$ cat src/rtl/sys_array_tile_planner.sv
`default_nettype none
// ============================================================================
// Module      : sys_array_tile_planner
// Description : Streams the inclusive index ranges of every systolic-array
//               sized sub-problem of O[MxN] = A[MxK] * B[KxN], K innermost,
//               with first/last-K flags for the downstream accumulator and a
//               selectable outer loop order. One tile per valid/ready beat.
// Revision    : 1.0 - initial release
// ============================================================================
module sys_array_tile_planner #(
  parameter int DIM_W  = 16,
  parameter int TILE_M = 10,
  parameter int TILE_K = 10,
  parameter int TILE_N = 10,
  parameter int CNT_W  = 16
) (
  input  logic             clk,
  input  logic             reset_n,
  input  logic             start,
  input  logic [DIM_W-1:0] mat_m,
  input  logic [DIM_W-1:0] mat_k,
  input  logic [DIM_W-1:0] mat_n,
  input  logic             order,
  output logic             tile_valid,
  input  logic             tile_ready,
  output logic [DIM_W-1:0] a_row0,
  output logic [DIM_W-1:0] a_row1,
  output logic [DIM_W-1:0] k0,
  output logic [DIM_W-1:0] k1,
  output logic [DIM_W-1:0] b_col0,
  output logic [DIM_W-1:0] b_col1,
  output logic             first_k,
  output logic             last_k,
  output logic [CNT_W-1:0] tile_idx,
  output logic             busy,
  output logic             done,
  output logic             err
);

  localparam logic [1:0] S_IDLE = 2'd0;
  localparam logic [1:0] S_EMIT = 2'd1;
  localparam logic [1:0] S_DONE = 2'd2;

  localparam logic [DIM_W-1:0] STEP_M = DIM_W'(TILE_M);
  localparam logic [DIM_W-1:0] STEP_K = DIM_W'(TILE_K);
  localparam logic [DIM_W-1:0] STEP_N = DIM_W'(TILE_N);
  localparam logic [DIM_W:0]   ONE_W  = (DIM_W+1)'(1);
  localparam logic [CNT_W-1:0] ONE_C  = CNT_W'(1);

  // End of a range: min(base + step, dim) - 1, evaluated one bit wider so a
  // base near the top of the dimension range cannot wrap.
  function automatic logic [DIM_W-1:0] range_end(input logic [DIM_W-1:0] base,
                                                 input logic [DIM_W-1:0] step,
                                                 input logic [DIM_W-1:0] dim);
    logic [DIM_W:0] sum;
    logic [DIM_W:0] lim;
    sum = {1'b0, base} + {1'b0, step};
    lim = (sum < {1'b0, dim}) ? sum : {1'b0, dim};
    return DIM_W'(lim - ONE_W);
  endfunction

  // True when this base is the final slice of the dimension.
  function automatic logic is_last(input logic [DIM_W-1:0] base,
                                   input logic [DIM_W-1:0] step,
                                   input logic [DIM_W-1:0] dim);
    return ({1'b0, base} + {1'b0, step}) >= {1'b0, dim};
  endfunction

  logic [1:0]       state, state_nxt;
  logic [DIM_W-1:0] m_dim, k_dim, n_dim;
  logic [DIM_W-1:0] m_dim_nxt, k_dim_nxt, n_dim_nxt;
  logic             ord, ord_nxt;
  logic [DIM_W-1:0] m_base, k_base, n_base;
  logic [DIM_W-1:0] m_base_nxt, k_base_nxt, n_base_nxt;
  logic             accept, reject, fire;
  logic             m_last, k_last, n_last;

  // Output next values, registered below so every port comes from a flop.
  logic             valid_nxt, done_nxt, err_nxt;
  logic [DIM_W-1:0] a_row1_nxt, k1_nxt, b_col1_nxt;
  logic             first_k_nxt, last_k_nxt;
  logic [CNT_W-1:0] idx_nxt;

  assign fire   = tile_valid & tile_ready;
  assign m_last = is_last(m_base, STEP_M, m_dim);
  assign k_last = is_last(k_base, STEP_K, k_dim);
  assign n_last = is_last(n_base, STEP_N, n_dim);

  // State register.
  always_ff @(posedge clk) begin
    if (!reset_n) state <= S_IDLE;
    else          state <= state_nxt;
  end

  // Next state and loop-counter advance: K innermost, then middle, then outer.
  always_comb begin
    state_nxt  = state;
    m_dim_nxt  = m_dim;
    k_dim_nxt  = k_dim;
    n_dim_nxt  = n_dim;
    ord_nxt    = ord;
    m_base_nxt = m_base;
    k_base_nxt = k_base;
    n_base_nxt = n_base;
    accept     = 1'b0;
    reject     = 1'b0;
    case (state)
      S_IDLE: begin
        if (start) begin
          accept     = 1'b1;
          m_dim_nxt  = mat_m;
          k_dim_nxt  = mat_k;
          n_dim_nxt  = mat_n;
          ord_nxt    = order;
          m_base_nxt = '0;
          k_base_nxt = '0;
          n_base_nxt = '0;
          if (mat_m == '0 || mat_k == '0 || mat_n == '0) begin
            reject    = 1'b1;
            state_nxt = S_DONE;
          end else begin
            state_nxt = S_EMIT;
          end
        end
      end
      S_EMIT: begin
        if (fire) begin
          if (!k_last) begin
            k_base_nxt = k_base + STEP_K;
          end else begin
            k_base_nxt = '0;
            if (!ord) begin
              // N outer, M middle
              if (!m_last) begin
                m_base_nxt = m_base + STEP_M;
              end else begin
                m_base_nxt = '0;
                if (!n_last) n_base_nxt = n_base + STEP_N;
                else         state_nxt  = S_DONE;
              end
            end else begin
              // M outer, N middle
              if (!n_last) begin
                n_base_nxt = n_base + STEP_N;
              end else begin
                n_base_nxt = '0;
                if (!m_last) m_base_nxt = m_base + STEP_M;
                else         state_nxt  = S_DONE;
              end
            end
          end
        end
      end
      S_DONE:  state_nxt = S_IDLE;
      default: state_nxt = S_IDLE;
    endcase
  end

  // Output next values derived from the upcoming counters and dimensions.
  always_comb begin
    valid_nxt   = (state_nxt == S_EMIT);
    done_nxt    = (state_nxt == S_DONE);
    err_nxt     = reject;
    a_row1_nxt  = range_end(m_base_nxt, STEP_M, m_dim_nxt);
    k1_nxt      = range_end(k_base_nxt, STEP_K, k_dim_nxt);
    b_col1_nxt  = range_end(n_base_nxt, STEP_N, n_dim_nxt);
    first_k_nxt = (k_base_nxt == '0);
    last_k_nxt  = is_last(k_base_nxt, STEP_K, k_dim_nxt);
    idx_nxt     = tile_idx;
    if (accept)    idx_nxt = '0;
    else if (fire) idx_nxt = tile_idx + ONE_C;
  end

  // Datapath and registered outputs; tile fields only reload when a tile
  // will be presented, so they hold steady under backpressure.
  always_ff @(posedge clk) begin
    if (!reset_n) begin
      m_dim      <= '0;
      k_dim      <= '0;
      n_dim      <= '0;
      ord        <= 1'b0;
      m_base     <= '0;
      k_base     <= '0;
      n_base     <= '0;
      tile_valid <= 1'b0;
      busy       <= 1'b0;
      done       <= 1'b0;
      err        <= 1'b0;
      tile_idx   <= '0;
      a_row0     <= '0;
      a_row1     <= '0;
      k0         <= '0;
      k1         <= '0;
      b_col0     <= '0;
      b_col1     <= '0;
      first_k    <= 1'b0;
      last_k     <= 1'b0;
    end else begin
      m_dim      <= m_dim_nxt;
      k_dim      <= k_dim_nxt;
      n_dim      <= n_dim_nxt;
      ord        <= ord_nxt;
      m_base     <= m_base_nxt;
      k_base     <= k_base_nxt;
      n_base     <= n_base_nxt;
      tile_valid <= valid_nxt;
      busy       <= valid_nxt;
      done       <= done_nxt;
      err        <= err_nxt;
      tile_idx   <= idx_nxt;
      if (valid_nxt) begin
        a_row0  <= m_base_nxt;
        a_row1  <= a_row1_nxt;
        k0      <= k_base_nxt;
        k1      <= k1_nxt;
        b_col0  <= n_base_nxt;
        b_col1  <= b_col1_nxt;
        first_k <= first_k_nxt;
        last_k  <= last_k_nxt;
      end
    end
  end

endmodule
`default_nettype wire

$ cat config.mk
export PLATFORM = sky130hd
export DESIGN_NAME = sys_array_tile_planner
export DESIGN_NICKNAME = d
export VERILOG_FILES = /design/src/rtl/sys_array_tile_planner.sv
export SDC_FILE = /design/constraint.sdc
export NUM_CORES = 1
export LEC_CHECK = 0
export CELL_PAD_IN_SITES_DETAIL_PLACEMENT = 0
export CELL_PAD_IN_SITES_GLOBAL_PLACEMENT = 1
export CORE_ASPECT_RATIO = 1.2
export CORE_MARGIN = 8
export CORE_UTILIZATION = 34
export DETAILED_ROUTE_END_ITERATION = 10
export PLACE_DENSITY_LB_ADDON = 0.1
export SETUP_SLACK_MARGIN = 0.05
export SYNTH_ARGS = -nofsm -noshare
export SYNTH_HDL_FRONTEND = slang
export SYNTH_SLANG_ARGS = --single-unit
$ cat constraint.sdc
create_clock -name clk -period 8.9 [get_ports clk]
set_input_delay 1.78 -clock clk [delete_from_list [all_inputs] [get_ports clk]]
set_output_delay 1.78 -clock clk [all_outputs]
set_load 0.05 [all_outputs]
==> impl_metrics.ini, run 1 <==
[detailed_routing]
final_antenna_net_count = 0
vias = 13994
wl_per_cell_um = 20.5
drt_iter0_markers = 800
firstDrtPassIters = 4
viasPerCell = 5.36
drt_wl_total_um = 53400
drc = 0

[clock_network]
cts_buffers = 27
cts_tree = built
root_buffer = clkbuf_16
insertion_delay_ns = 0.56
cts_buffer_depth = 3
clock-sinks = 216
cts_htree_levels = 1
clkSlewWorstSetupHoldPaths_ns = 0.06

[final_layout]
num_antenna_cells = 0
synthToLayoutAreaGrowth_pct = 23.9
layout.nets = 2198
final_layout_size_suffix_gt1_share_pct = 9.57

[yosys]
ys_types = 105
postSynthAreaPerCell_um2 = 7.96
synth_top_area_share_pct = 29.3
async_flop_share_pct = 0
ys_seq_area_share_pct = 29.3
ys_ff_latch = 216
ys_warn_count = 0
synth_area_leaders = dfxtp_1, ha_1, nor2_1
synth_fp_nets = 2012
netlist_instances = 1853
syn-cell-area_um2 = 14700
ys.flop_type = dfxtp_1
synth_top_cell_by_area = dfxtp_1
synth_edf_count = 0

[min_path]
worstHoldPathCells = 2
hold_path_class = reg -> reg

[setup_path]
worstRegToRegCells = 37
cp_data_arrival_time_ns = 8.75
cp_common_cell = ha_1
cp-start-kind = register
end_kind = register
crit_type = reg -> reg
critPathSlowestCell = or3_4
worstPathRequired_ns = 9.36
slowest_delay_ns = 0.47
cp_max_fo = 8

[floorplanning]
core_um2 = 42800
die_area_um2 = 50300
start_util_pct = 34.5
die_h_um = 244
boundaryPins = 171
die_x_um = 206
fp-row-count = 83

[global_route]
grt_overflow_total = 0
grt_max_degree = 84
grt_pass1_wl_um = 82300
antenna_found_initial = 1
track_usage_pct = 20.6
grt_pass1_vias = 13837

[power_and_ir_drop]
p_int_mw = 1.92
p_per_area_nw_per_um2 = 158
p_sw_share_pct = 33.3
p_clk_share_pct = 39.1
p_leak_nw = 7.42
ir_worst_vdd_mv = 0.138
power_mw = 2.88
comb_power_share_pct = 24.2
pwr-share-seq_pct = 36.8
switchingPower_uw = 961

[placement]
dp_hpwl_um = 41700
portBuffers = 170
finalWeightedCongestion = 0.869

[sta]
fmax_mhz = 121
fin_setup_tns_ns = 0
setup_viol = 0
final.min_clock_period_ns = 8.29
period_share_pct = 93.1
tightest_slew_ns = 0.994
worst_slew_margin_rel_pct = 33.8
slew_viol_final = 0
skew_ns = 0.0148
rsz0062_at_grt = yes
hold_viol = 0

[status]
status = finished, final reports clean

[run]
cap_violations = 0
## layout make-up
| type | count | area, um^2 |
|---|---|---|
| clock buffers | 39 | 781 |
| flip-flops and latches | 216 | 4320 |
| inverters | 96 | 368 |
| fillers | 4442 | 24500 |
| well taps | 552 | 691 |
| repair buffers | 250 | 2300 |
| clock inverters | 10 | 110 |
| multi-input cells | 1448 | 9700 |
## through the flow
step / hold WS (ns) / cells / setup slack [ns] / area, um^2 / util, %
after floorplan: 0.476 / 1853 / 0.848 / 14700 / -
after global placement: 0.442 / 2562 / 0.0466 / 17300 / 40.4
after detailed placement: 0.446 / 2562 / -0.153 / 17300 / 40.4
after CTS: 0.455 / 2611 / 0.179 / 18200 / 42.6
after global routing: 0.477 / 2611 / -0.0454 / 18300 / 42.7
final: 0.451 / 2611 / 0.614 / 18300 / 42.7
## power groups by stage
stage	clock network [mW]	logic (mW)	registers (mW)
CTS	1.16	0.699	1.06
global route	1.20	0.756	1.07
floorplan	0	0.328	1.19
finish	1.13	0.697	1.06
global placement	0	0.692	1.08
detailed placement	0	0.695	1.08
## cell usage in the layout (no fill, tap or decap), types with 16 or more instances in the layout
cell,instances
and3_1,18
or3_1,16
nor3_1,51
a211oi_1,42
nand2_1,164
xnor2_1,77
nor2_1,251
a21oi_1,85
clkbuf_16,27
ha_1,104
dfxtp_1,216
o21ai_0,82
a21o_1,29
buf_4,80
nand4_1,33
nand3_1,57
clkdlybuf4s50_1,169
and2_1,39
xor2_1,49
inv_1,93
mux2i_1,66
nor4_1,26
## worst paths after layout
kind         slack (ns)         end      start
max reg2reg        0.61  b_col1[12]  n_base[1]
min                0.45       k0[0]      k0[0]
min reg2reg        0.45       k0[0]      k0[0]
max                0.61  b_col1[12]  n_base[1]
## critical path: cells and delay by family (launching register included)
family	cells	cell delay [ns]
AO/OA/AOI/OAI	11	2.57
XOR/XNOR	3	0.52
adder cells (fa/ha/maj)	6	1.47
buffers and inverters	3	0.29
flip-flops	1	0.44
multiplexers	1	0.27
AND/OR/NAND/NOR	13	2.60
## kinds of logic (layout without fill, tap and decap cells)
group           Yosys count  count (layout)  share of synthesized area, %
buf+inv                 189             395                          5.50
simple gates            735             735                          24.1
flops                   216             216                          29.3
fa+ha+maj               106             106                          9.00
mux                      70              70                          4.79
compound gates          408             408                          19.6
xor+xnor                129             129                          7.66
## what timing repair did
item                                    4_1_cts  5_1_grt
pin swaps                                     0        0
buffers inserted                              0        0
endpoints found under the setup margin        4       17
gates resized for setup                       2       18
hold buffers                                  0        0
## Yosys cell counts, drive strengths merged (5+ instances only)
cell type / n
nand2: 165
a21boi: 8
a22o: 9
a22oi: 13
a211oi: 46
o31ai: 7
and3: 18
xor2: 50
and2: 40
nor4: 30
or2: 5
or3: 19
o211ai: 15
a311oi: 8
nand3b: 6
dfxtp: 216
nand3: 59
a211o: 5
o21ai: 91
clkbuf: 59
a21oi: 94
a31oi: 9
ha: 106
a21o: 29
o21a: 16
buf: 34
xnor2: 79
and4: 6
inv: 95
nor2: 254
mux2i: 66
nor3: 55
nor2b: 11
nand2b: 13
nor3b: 7
a2bb2oi: 6
nand4: 33
## layer usage
metal / track usage (%) / share of wire [%]
met3: 3.02 / 4.8
met2: 35.0 / 48
met5: 0 / 0
met4: 5.62 / 2.4
met1: 26.8 / 45
No activity file was read; power rests on OpenSTA's default activity.
==> inputs of run 2 (changes only) <==
--- a/config.mk
+++ b/config.mk
@@ -16,3 +16,4 @@
 export SYNTH_ARGS = -nofsm -noshare
 export SYNTH_HDL_FRONTEND = slang
 export SYNTH_SLANG_ARGS = --single-unit
+export TNS_END_PERCENT = 30
==> results of run 2 <==
Same layout as run 1: the final DEF is identical, and so are final timing and power.
==> inputs of run 3 (changes only) <==
--- a/config.mk
+++ b/config.mk
@@ -9,10 +9,11 @@
 export CELL_PAD_IN_SITES_GLOBAL_PLACEMENT = 1
 export CORE_ASPECT_RATIO = 1.2
 export CORE_MARGIN = 8
-export CORE_UTILIZATION = 34
+export CORE_UTILIZATION = 43
 export DETAILED_ROUTE_END_ITERATION = 10
 export PLACE_DENSITY_LB_ADDON = 0.1
 export SETUP_SLACK_MARGIN = 0.05
+export SLEW_MARGIN = 5
 export SYNTH_ARGS = -nofsm -noshare
 export SYNTH_HDL_FRONTEND = slang
 export SYNTH_SLANG_ARGS = --single-unit
==> run 3 against run 2 <==
Compared with the run above:
- maximum frequency increased by 0.43%
- clock power about the same
- highest routed layer unchanged
- clock-buffer cell count decreased by 2
- sequential power about the same
- first-iteration DRC count increased by 14%
==> impl_metrics.ini, run 3 (synthesized netlist as in run 1, its figures left out) <==
[status]
status = finished, final reports clean

[detailed_routing]
drt_wl_total_um = 50500
viasPerCell = 5.58
drc = 0
drt_iter0_markers = 909
firstDrtPassIters = 5
vias = 13982
wl_per_cell_um = 20.1
final_antenna_net_count = 0

[setup_path]
critPathSlowestCell = dfxtp_1
cp_max_fo = 7
cp-start-kind = register
end_kind = register
cp_common_cell = ha_1
slowest_delay_ns = 0.54
cp_data_arrival_time_ns = 8.64
crit_type = reg -> reg
worstPathRequired_ns = 9.29

[global_route]
track_usage_pct = 24.5
antenna_found_initial = 0
grt_overflow_total = 0
grt_pass1_wl_um = 78400
grt_max_degree = 106
grt_pass1_vias = 13934

[sta]
period_share_pct = 92.7
skew_ns = 0.0146
final.min_clock_period_ns = 8.25
hold-worst-slack_ns = 0.452
tightest_slew_ns = 1.03
hold_viol = 0
rsz0062_at_grt = yes
fin_setup_tns_ns = 0
fin_ws_ns = 0.650
worst_slew_margin_rel_pct = 31.4
setup_viol = 0
fmax_mhz = 121
slew_viol_final = 0

[clock_network]
cts_buffer_depth = 3
cts_htree_levels = 1
cts_tree = built
clock-sinks = 216
clkSlewWorstSetupHoldPaths_ns = 0.07
cts_buffers = 26
root_buffer = clkbuf_16
insertion_delay_ns = 0.55
postCtsHoldBufs = 0

[floorplanning]
die_x_um = 185
die_h_um = 219
boundaryPins = 171
core_um2 = 33900
die_area_um2 = 40500
start_util_pct = 43.5
fp-row-count = 74

[final_layout]
layout.nets = 2188
layout_commonest_cell = nor2_1
n_fill_cell = 3304
final_layout_size_suffix_gt1_share_pct = 9.32
fin_cells = 2505
final_design_area_no_fill_um2 = 18100
num_antenna_cells = 0
utilization_pct = 53.6
final_cell_mix = nor2_1, dfxtp_1, clkdlybuf4s50_1, nand2_1, ha_1
synthToLayoutAreaGrowth_pct = 23.1

[power_and_ir_drop]
power_mw = 2.91
ir_worst_vdd_mv = 0.141
p_leak_nw = 7.41
p_per_area_nw_per_um2 = 160

[placement]
portBuffers = 170
place_ws_ns = 0.162
dp_hpwl_um = 38800
placed_cell_area_um2 = 17100
placed_cells = 2453
finalWeightedCongestion = 0.910

[min_path]
hold_path_class = reg -> reg

[run]
cap_violations = 0
## run 3: repair_timing
item	4_1_cts	5_1_grt
endpoints found under the setup margin	0	11
setup buffers	0	4
gates resized for setup	0	21
## run 3: where the power goes
| part | internal [mW] | switching, mW | total (mW) |
|---|---|---|---|
| registers | 1.02 | 0.0377 | 1.06 |
| clock network | 0.719 | 0.444 | 1.16 |
| logic | 0.228 | 0.452 | 0.681 |
| total | 1.97 | 0.934 | 2.91 |
## run 3: critical path: cells and delay by family, from the launching register on
family,cells,cell delay [ns]
multiplexers,1,0.29
AND/OR/NAND/NOR,10,2.95
flip-flops,1,0.54
AO/OA/AOI/OAI,11,2.90
adder cells (fa/ha/maj),3,0.85
buffers and inverters,1,0.07
XOR/XNOR,3,0.49
## run 3: area by class of cell
type | count | area (um^2) | area share [%]
multi-input combinational | 1448 | 9720 | 53.6
sequential | 216 | 4320 | 23.8
timing repair buffer | 241 | 2230 | 12.3
clock buffer | 37 | 773 | 4.26
tap | 456 | 571 | 3.14
inverter | 96 | 368 | 2.03
clock inverter | 11 | 161 | 0.889
## run 3: worst paths after layout
kind / slack (ns) / depth (start not counted) / end / startpoint
worst max-delay path: 0.65 / 29 / b_col1[12] / k_base[4]
worst max register to register: 0.65 / 29 / b_col1[12] / k_base[4]
worst min-delay path: 0.45 / 2 / k1[5] / k1[5]
worst min register to register: 0.45 / 2 / k1[5] / k1[5]
## run 3: per-layer routing
metal	vias up	global-route usage (%)	part of all wire, %
met5	-	0	0
met2	394	40.3	46
met4	0	10.3	3.7
met3	97	4.83	6.4
li1	6927	-	-
met1	6564	30.8	44
==> patch 1: new RTL, settings of run 3 <==
Make the reset (`reset_n`) asynchronous in 2 clocked blocks.
--- a/src/rtl/sys_array_tile_planner.sv
+++ b/src/rtl/sys_array_tile_planner.sv
@@ -87,7 +87,7 @@
   assign n_last = is_last(n_base, STEP_N, n_dim);
 
   // State register.
-  always_ff @(posedge clk) begin
+  always_ff @(posedge clk or negedge reset_n) begin
     if (!reset_n) state <= S_IDLE;
     else          state <= state_nxt;
   end
@@ -173,7 +173,7 @@
 
   // Datapath and registered outputs; tile fields only reload when a tile
   // will be presented, so they hold steady under backpressure.
-  always_ff @(posedge clk) begin
+  always_ff @(posedge clk or negedge reset_n) begin
     if (!reset_n) begin
       m_dim      <= '0;
       k_dim      <= '0;
Formal check against the unedited RTL: differs if reset_n is asserted again (counterexample within 4 cycles, from zero or initial values and one cycle with reset_n low); with reset_n held inactive, the same outputs for 4 cycles.
==> patch 1 against run 3 <==
Die area increased by 6.0%; final area increased by 5.2%; sequential cell count unchanged; synthesized area increased by 6.6%; critical path depth increased by 9; count of clock-buffer cells in the layout increased by 1; via count increased by 0.68%; wire length decreased by 1.2%; setup slack got worse by 0.028 ns; critical endpoint is now a_row1[5].
Power is not compared: it rests on default switching activity, and its combinational part moved more than twofold at a synthesized area within 25%.
==> patch 1: results (changes against run 3) <==
Avg Cell Area, Syn = 8.53 um^2 (was 7.96 um^2)
FF-to-FF setup slack = 0.62 ns (was 0.65 ns)
Non-clock buffer share = 11.3% (was 12.3%)
Layout fillers = 3455 (was 3304)
Drt via density = 5.65 (was 5.58)
Final GP Congestion = 0.896 (was 0.910)
Final clock-cell share = 5.04% (was 5.15%)
Placed instance area = 0.0180 mm^2 (was 0.0171 mm^2)
Final instance area = 0.0191 mm^2 (was 0.0181 mm^2)
Slowest stage cell, crit path = or4_1 (was dfxtp_1)
Nets = 2165 (was 2188)
Inverters = 162 (was 96)
Layout cells sized above 1 = 9.28% (was 9.32%)
FFs w/ async S/R, synth = 100% (was 0%)
Status = completed (unchanged)
CLK BUF = 38 (was 37)
Worst slew pin tran = 0.933 ns (was 1.03 ns)
Seq area share = 28.3% (was 23.8%)
Estimated wirelength of the detail-placed design = 37400 um (was 38800 um)
Sequential element share of the synthesized area = 34.4% (was 29.3%)
Routed len/inst = 20.0 um (was 20.1 um)
First-pass GRT wire length = 77500 um (was 78400 um)
Via count of the routed design = 14077 (was 13982)
Max incr delay on CP = 0.59 ns (was 0.54 ns)
R2R depth = 38 (was 29)
Total GRT Usage = 22.4% (was 24.5%)
Syn nets = 2000 (was 2012)
## patch 1: metrics by stage
step / setup WS, ns / hold WS [ns]
floorplan: 0.680 / 0.491
global placement: 0.137 / 0.460
detailed placement: 0.0388 / 0.460
CTS: 0.183 / 0.476
global route: 0.00999 / 0.490
finish: 0.622 / 0.469
## patch 1: routing by layer
metal | track usage [%] | up-vias | part of all wire, %
li1 | - | 6845 | -
met4 | 7.31 | 0 | 3.0
met5 | 0 | - | 0
met2 | 38.9 | 405 | 49
met3 | 2.48 | 89 | 4.9
met1 | 28.7 | 6738 | 43
## patch 1: kinds of logic (layout without fill, tap and decap cells)
kind of cell / Yosys count / after routing / synth area share (%)
mux: 71 / 71 / 4.68
simple gates: 655 / 655 / 20.5
fa+ha+maj: 106 / 106 / 8.44
flops: 216 / 216 / 34.4
buf+inv: 251 / 434 / 6.63
xor+xnor: 130 / 130 / 7.25
compound gates: 412 / 413 / 18.1
## patch 1: timing repair
item	4_1_cts	5_1_grt
endpoints found under the hold margin	0	0
setup endpoints to repair	3	26
gates cloned	0	1
setup buffers	0	5
resized for setup	1	17
pin swaps	0	3
## patch 1: critical path: cells and delay by family, from the launching register on
kind            cells  cell delay [ns]
compound gates     13             2.59
simple gates       11             2.35
fa+ha+maj           5             1.42
buf+inv             5             0.56
xor+xnor            3             0.44
flops               1             0.43
mux                 1             0.37
## patch 1: final timing paths
path / from / end
max in group asynchronous: reset_n / b_col1[12]
hold reg to reg: a_row0[0] / a_row0[0]
setup reg to reg: m_base[1] / a_row1[5]
hold / removal: a_row0[0] / a_row0[0]
min in group asynchronous: reset_n / k1[11]
setup / recovery: m_base[1] / a_row1[5]
==> patch 2: new RTL, config.mk and constraints of run 3 <==
Made on the original files. Set the parameter `DIM_W` to 20 (it was 16).
--- a/src/rtl/sys_array_tile_planner.sv
+++ b/src/rtl/sys_array_tile_planner.sv
@@ -8,7 +8,7 @@
 // Revision    : 1.0 - initial release
 // ============================================================================
 module sys_array_tile_planner #(
-  parameter int DIM_W  = 16,
+  parameter int DIM_W  = 20,
   parameter int TILE_M = 10,
   parameter int TILE_K = 10,
   parameter int TILE_N = 10,
Ports: changed (9 resized); port bits go from 171 to 207. No check against the original RTL was run, so the function may have changed too.
==> patch 2 against run 3 <==
Clock skew fell by 0.0011 ns; sequential cell count rose by 48; wire length rose by 39%; final area rose by 28%; synthesized area rose by 23%; critical endpoint is now a_row1[19]; setup slack got worse by 0.20 ns; sequential share of layout area fell by 1.1 points; total power rose by 20%; first-iteration DRC count rose by 45%; clock power rose by 17%; via count rose by 33%.
==> patch 2: results (changes against run 3) <==
Met1 WL = 29700 um (was 22100 um)
Multi-In Gates = 1840 (was 1448)
Non-clock buffer share = 15.4% (was 12.3%)
Count of different cell masters after synthesis = 91 (was 105)
Sequential element share of the synthesized area = 29.2% (was 29.3%)
Placed instance area = 0.0219 mm^2 (was 0.0171 mm^2)
First-pass GRT wire length = 107000 um (was 78400 um)
Tightest hold margin = 0.453 ns (was 0.452 ns)
Status = completed (unchanged)
P_leak = 0.00943 uW (was 0.00741 uW)
Layout fillers = 3979 (was 3304)
Worst Setup SP = m_base[10] (was k_base[4])
Initial DRC count = 1315 (was 909)
Met3 usage = 3.69% (was 4.83%)
DR WL met3 = 3690 um (was 3210 um)
Total Routed Length = 70400 um (was 50500 um)
Area delta synth->final = 28.6% (was 23.1%)
Total GRT Usage = 27.6% (was 24.5%)
Worst hold path startpoint = k0[0] (was k1[5])
Area contributors post-synth = dfxtp_1 (29%), ha_1 (8.9%), nor2_1 (6.7%) (was dfxtp_1 (29%), ha_1 (9.0%), nor2_1 (6.4%))
Nets = 2838 (was 2188)
N_diodes = 1 (was 0)
Inverters = 101 (was 96)
Non-CTS buffers = 406 (was 241)
FF+latch count, synth = 264 (was 216)
Commonest cells post-synth = nor2_1 (321), dfxtp_1 (264), nand2_1 (199) (was nor2_1 (253), dfxtp_1 (216), nand2_1 (164))
Worst-Skew Late Latency = 0.59 ns (was 0.55 ns)
Via count of the routed design = 18606 (was 13982)
Final GP Congestion = 0.972 (was 0.910)
Worst reg2reg endpoint = a_row1[19] (was b_col1[12])
R2R Path Start = m_base[10] (was k_base[4])
Crit path max fanout = 10 (was 7)
[patch 2: cell count changes in the layout (fill, tap and decap cells not counted), moves of 14 or more]
cell,run 3,this run
a21oi_1,85,113
ha_1,105,126
clkdlybuf4s50_1,169,205
nand3_1,57,88
nor2_1,250,318
a211oi_1,41,65
nand2_1,164,198
dfxtp_1,216,251
a31oi_1,9,28
nor4_1,25,39
buf_4,71,198
xnor2_1,76,100
[patch 2: what timing repair did]
item | CTS | global route
resized for setup | 3 | 63
endpoints found under the setup margin | 4 | 41
endpoints found under the hold margin | 0 | 0
buffers inserted | 0 | 13
pin swaps | 0 | 9
[patch 2: logic make-up after synthesis]
logic type	synth area share, %
simple gates	24.4
buf+inv	4.95
compound gates	20.5
fa+ha+maj	8.91
mux	4.47
xor+xnor	7.59
flops	29.2
[patch 2: tightest hold or removal path: cells and delay by family, from the launching register on]
family / cells / cell delay (ns)
and+or+nand+nor: 1 / 0.05
AOI/OAI and AO/OA: 1 / 0.05
DFF: 1 / 0.31
